===== src/rtl/if_fetch_stage.sv =====
// if_fetch_stage: PC register plus IF/ID pipeline register, honouring stalls and branch redirects.
// Optional `FETCH_PERF_CNT_EN adds saturating stall/flush counters.
module if_fetch_stage #(
    parameter logic [31:0] RESET_PC  = 32'h0000_0000,
    parameter logic [31:0] NOP_INSTR = 32'h0000_0000
) (
    input  logic        clk,
    input  logic        rst_n,
    input  logic        pc_stall,
    input  logic        IF_ID_stall,
    input  logic        flush,
    input  logic [31:0] branch_target,
    output logic [31:0] imem_addr,
    input  logic [31:0] imem_rdata,
    output logic [31:0] IF_ID_instr,
    output logic [31:0] IF_ID_pc_plus4,
    output logic        IF_ID_valid
`ifdef FETCH_PERF_CNT_EN
    ,
    output logic [31:0] stall_cnt,
    output logic [31:0] flush_cnt
`endif
);
    logic [31:0] pc;
    logic [31:0] pc_plus4;
    logic        take;
    assign imem_addr = pc;
    assign pc_plus4  = pc + 32'd4;
    // A stalled branch cannot resolve, so flush only counts when the PC is free to move.
    assign take      = flush & ~pc_stall;
    always_ff @(posedge clk or negedge rst_n) begin
        if (!rst_n)
            pc <= RESET_PC & 32'hFFFF_FFFC;
        else if (!pc_stall)
            pc <= flush ? (branch_target & 32'hFFFF_FFFC) : pc_plus4;
    end
    always_ff @(posedge clk or negedge rst_n) begin
        if (!rst_n) begin
            IF_ID_instr    <= NOP_INSTR;
            IF_ID_pc_plus4 <= 32'd0;
            IF_ID_valid    <= 1'b0;
        end else if (!IF_ID_stall) begin
            IF_ID_instr    <= take ? NOP_INSTR : imem_rdata;
            IF_ID_pc_plus4 <= take ? 32'd0 : pc_plus4;
            IF_ID_valid    <= ~take;
        end
    end
`ifdef FETCH_PERF_CNT_EN
    always_ff @(posedge clk or negedge rst_n) begin
        if (!rst_n) begin
            stall_cnt <= 32'd0;
            flush_cnt <= 32'd0;
        end else begin
            stall_cnt <= stall_cnt + {31'd0, pc_stall && (stall_cnt != 32'hFFFF_FFFF)};
            flush_cnt <= flush_cnt + {31'd0, take && (flush_cnt != 32'hFFFF_FFFF)};
        end
    end
`endif
endmodule

===== config.mk =====
export PLATFORM = sky130hd
export DESIGN_NAME = if_fetch_stage
export DESIGN_NICKNAME = d
export VERILOG_FILES = /design/src/rtl/if_fetch_stage.sv
export SDC_FILE = /design/constraint.sdc
export NUM_CORES = 1
export LEC_CHECK = 0
export CAP_MARGIN = 20
export CORE_MARGIN = 1.5
export CORE_UTILIZATION = 50
export CTS_BUF_LIST = sky130_fd_sc_hd__clkbuf_4
export CTS_CLUSTER_DIAMETER = 30
export CTS_CLUSTER_SIZE = 12
export DETAILED_ROUTE_END_ITERATION = 6
export GPL_ROUTABILITY_DRIVEN = 0
export PLACE_DENSITY = 0.86
export RECOVER_POWER = 25
export REMOVE_ABC_BUFFERS = 1
export SLEW_MARGIN = 30
export SYNTH_ARGS = -nofsm -noshare
export SYNTH_HDL_FRONTEND = slang
export SYNTH_SLANG_ARGS = --single-unit

===== constraint.sdc =====
create_clock -name clk -period 4.5 [get_ports clk]
set_input_delay 1.125 -clock clk [delete_from_list [all_inputs] [get_ports clk]]
set_output_delay 1.125 -clock clk [all_outputs]
set_load 0.03 [all_outputs]

=== After elaboration in Yosys (flattened, before gate mapping) ===
Cells that the tools add are included.

* Add/subtract/negate cells: 1
* Multiplexer cells: 3
* Bitwise logic cells: 3

{| class="wikitable"
|+ Operator list
! cell !! number
|-
| $mux W32 || 3
|-
| $add A32 B3 Y32 const B || 1
|-
| $not A1 Y1 || 2
|-
| $and A1 B1 Y1 || 1
|}

* Word-level logic and storage cells: 11
* Flip-flop bits (word level): 97
* Output and inout bits: 97

=== Longest topological paths before layout ===
* Depth after elaboration: 3
* Mapped depth: 8

=== Worst setup path after synthesis ===
No wires, ideal clock.

* Path type: in2reg
* Start point: in flush
* End point: reg IF_ID_pc_plus4[26]
* Library setup time: 126 ps
* Path slack: 1980 ps
* Data arrival time: 2394 ps
* Stages on the path: 8
* Cells stage by stage: clkbuf_1 -> nor2b_1 -> buf_6 -> or2_1 -> buf_2 -> buf_2 -> nor2_1 -> a221o_1

* Word-level cells in the longest chain between the ends: 2

{| class="wikitable"
|+ RTL lines
! item !! line !! source
|-
| start: declaration || 11 || <nowiki>input logic flush,</nowiki>
|-
| $and A1 B1 Y1 || 30 || <nowiki>assign take = flush & ~pc_stall;</nowiki>
|-
| $mux W32 || 44 || <nowiki>IF_ID_pc_plus4 <= take ? 32'd0 : pc_plus4;</nowiki>
|-
| end signal: assignment || 44 ||
|-
| end: declaration || 16 || <nowiki>output logic [31:0] IF_ID_pc_plus4,</nowiki>
|}

Every way passes these cells.
A chain may end at the register's enable or synchronous reset.

==> results.json <==
{
  "clock_insertion_delay_worst_skew_ps": 440,
  "cp.arrival_ps": 3510,
  "cts-htree-levels": 3,
  "cts_tree": "built",
  "detailedPlacementHpwl_um": 10600,
  "crit_required_ps": 4810,
  "hold_path.class": "register to register",
  "drtPass1Iterations": 5,
  "period_minus_slack_ps": 3200,
  "switching_share": 0.357,
  "detailedRoute.firstIterationViolations": 289,
  "timing.final.setup_violations": 0,
  "initial_utilization": 0.513,
  "placedCellCount": 753,
  "first_pass_grt_wire_length_um": 23300,
  "synthToLayoutAreaGrowth_pct": 33.2,
  "sinks_on_clock_net": 94,
  "cp_slowest_cell": "sky130_fd_sc_hd__clkbuf_2",
  "critical-path-top-delay-family": "buffers and inverters",
  "vdd_drop_max_v": 0.000201,
  "ioPinCount": 166,
  "cts.repair.resized": 0,
  "dieHeight_um": 103,
  "grt_use_total": 0.285,
  "average_wire_per_standard_cell_um": 20.0,
  "cts_setup_buffers": 0,
  "finalHoldWorstSlack_ps": 498,
  "cts_buffers": 9,
  "endpoint_type_of_the_worst_setup_path": "async pin",
  "tightestPinTransition_ps": 1660,
  "timing.setup.critical_path_class": "input pin to async pin",
  "synth.largest_area_cell": "sky130_fd_sc_hd__dfrtp_1",
  "routed-via-count": 4856,
  "max-clock-path-buffers": 2,
  "synth.yosys.seq_area_share": 0.471,
  "synth_largest_type_area_fraction": 0.471,
  "worstPathMaxFanout": 66,
  "drt_wl_total_um": 15400,
  "power_leakage_nw": 2.64,
  "post_cts_hold_buffer_count": 0,
  "max-cap-violations": 1,
  "most-common-layout-cells": "sky130_fd_sc_hd__clkdlybuf4s50_1 (157), sky130_fd_sc_hd__dfrtp_1 (94), sky130_fd_sc_hd__nand2_1 (41), sky130_fd_sc_hd__a22o_1 (36), sky130_fd_sc_hd__o21ai_0 (30)",
  "synth.yosys.warnings": 0,
  "layout.cells.non_filler": 769,
  "total_power_mw": 2.46,
  "final_core_utilization": 0.684,
  "detail-route-antenna-nets": 0,
  "grt-ovfl-total": 0,
  "postSynthRegisterBits": 94,
  "final_worst_clock_skew_ps": 10.5,
  "number_of_flops_mapped_to_enable_cells_by_yosys": 0,
  "status": "finished, violations left",
  "share_of_post_route_cells_with_drive_strength_above_1": 0.0613,
  "post-route-drc-count": 0,
  "crit_path_max_incr_delay_ps": 1160,
  "grt_start_max_net_pins": 67,
  "power.switching_mw": 0.880,
  "timing.setup.tns_ps": 0,
  "synth_cells": 504,
  "violations": "capacitance limit, slew limit",
  "cells_along_the_critical_path": "clkbuf_2, clkbuf_1",
  "synth.area.top_cells": "sky130_fd_sc_hd__dfrtp_1 (47%), sky130_fd_sc_hd__a22o_1 (6.3%), sky130_fd_sc_hd__nand2_1 (3.1%)",
  "finalCritPeriodShare": 0.711,
  "cts.clk_slew.worst_paths_ps": 140,
  "grt_pass1_vias": 4573,
  "maxClockFrequency_ghz": 0.313,
  "power.density_cell_area_mw_per_mm2": 370,
  "internal-power_mw": 1.58,
  "n_antenna_cell": 0,
  "dieArea_mm2": 0.0106,
  "most_common_cell_after_layout_fill_and_taps_aside": "sky130_fd_sc_hd__clkdlybuf4s50_1",
  "layout.nets": 701,
  "max-slew-margin-rel": -0.105,
  "buffers_added_on_ports": 161,
  "pwr-share-comb": 0.328,
  "synthFlopType": "sky130_fd_sc_hd__dfrtp_1",
  "fillers": 793,
  "pwr-share-seq": 0.443,
  "synth_async_sr_flop_share": 1.00,
  "std_cell_rows": 36,
  "floorplan.core_area_mm2": 0.00973,
  "timing.final.hold_violations": 0,
  "grt_setup_unrepaired": "false",
  "number_of_buffers_and_inverters_on_the_critical_path": 2,
  "syn_avg_cell_area_um2": 9.91,
  "clockPowerShare": 0.229,
  "synth.cell_area_mm2": 0.00499,
  "critical_path.startpoint_type": "input pin",
  "grt_antenna_before_repair": 0,
  "die_x_um": 103,
  "clock_tree.root_cell": "sky130_fd_sc_hd__clkbuf_4",
  "final-max-slew-violation-count": 67,
  "routed_via_density": 6.31,
  "synthDistinctLibCells": 65
}
## area by class of cell
class | instances | area, um2 | share of cell area
Tap cell | 133 | 166 | 0.0250
Sequential cell | 94 | 2350 | 0.354
Multi-Input combinational cell | 344 | 2260 | 0.340
Clock buffer | 9 | 67.6 | 0.0102
Clock inverter | 7 | 111 | 0.0167
Timing Repair Buffer | 169 | 1640 | 0.247
Inverter | 13 | 48.8 | 0.00733
## flip-flops by register name (all words and copies together), names as in the netlist
register        cells
IF_ID_instr        32
IF_ID_pc_plus4     31
imem_addr          30
IF_ID_valid         1
## kinds of logic (layout without fill, tap and decap cells)
family | after synthesis | after routing | synth area share
AND/OR/NAND/NOR | 174 | 174 | 0.192
AO/OA/AOI/OAI | 154 | 154 | 0.232
flip-flops | 94 | 94 | 0.471
buffers and inverters | 67 | 198 | 0.0779
XOR/XNOR | 11 | 11 | 0.0193
multiplexers | 2 | 2 | 0.00426
adder cells (fa/ha/maj) | 1 | 1 | 0.00251
other | 1 | 2 | 0.000751
## synth_stat cells (all sizes together) (2+ instances only)
| library cell | count |
|---|---|
| a22oi | 12 |
| a32oi | 2 |
| nor3 | 20 |
| o21ai | 30 |
| nor2b | 2 |
| buf | 19 |
| inv | 13 |
| nand4 | 20 |
| nor2 | 25 |
| o31ai | 3 |
| dfrtp | 94 |
| xor2 | 2 |
| a211o | 4 |
| a221o | 5 |
| a31oi | 3 |
| clkbuf | 34 |
| o2bb2ai | 3 |
| xnor2 | 9 |
| nand2 | 42 |
| nand3 | 17 |
| o311a | 5 |
| and2 | 4 |
| and3 | 11 |
| and4 | 6 |
| o311ai | 9 |
| o211ai | 16 |
| o31a | 3 |
| or3 | 9 |
| nor4 | 6 |
| a22o | 36 |
| a21oi | 12 |
| or4 | 7 |
| a311oi | 3 |
## path summary, 6_finish.rpt
path                              startpoint            endpoint  slack (ps)  cells past startpoint
max                                    rst_n     IF_ID_instr[19]        1300                      2
min                        IF_ID_pc_plus4[4]   IF_ID_pc_plus4[4]         500                      2
max reg2reg                     imem_addr[4]  IF_ID_pc_plus4[25]        2010                      4
min reg2reg                IF_ID_pc_plus4[4]   IF_ID_pc_plus4[4]         500                      2
max in group clk                imem_addr[4]        imem_addr[4]        1520                      1
min in group asynchronous              rst_n  IF_ID_pc_plus4[15]        1080                      1
## power groups by stage
stage,Combinational (mW),Clock [mW],Sequential (mW)
global route,0.859,0.600,1.11
CTS,0.811,0.569,1.09
global placement,0.791,0,1.09
detailed placement,0.808,0,1.10
floorplan,0.201,0,1.29
finish,0.809,0.564,1.09
## per-layer routing
| layer | vias to the layer above | GRT usage | wire length [um] |
|---|---|---|---|
| met5 | - | 0 | 0 |
| met4 | 0 | 0.143 | 497 |
| met3 | 55 | 0.0603 | 1450 |
| met2 | 297 | 0.469 | 7350 |
| met1 | 2345 | 0.358 | 6120 |
| li1 | 2159 | - | - |
## stage by stage
step	cell area, um2	worst slack, ps
3_3_place_gp	6480	1490
4_1_cts	6660	1500
3_5_place_dp	6480	1430
6_report	6650	1300
2_1_floorplan	4660	853
5_1_grt	6650	726
(Power assumes the default switching activity.)
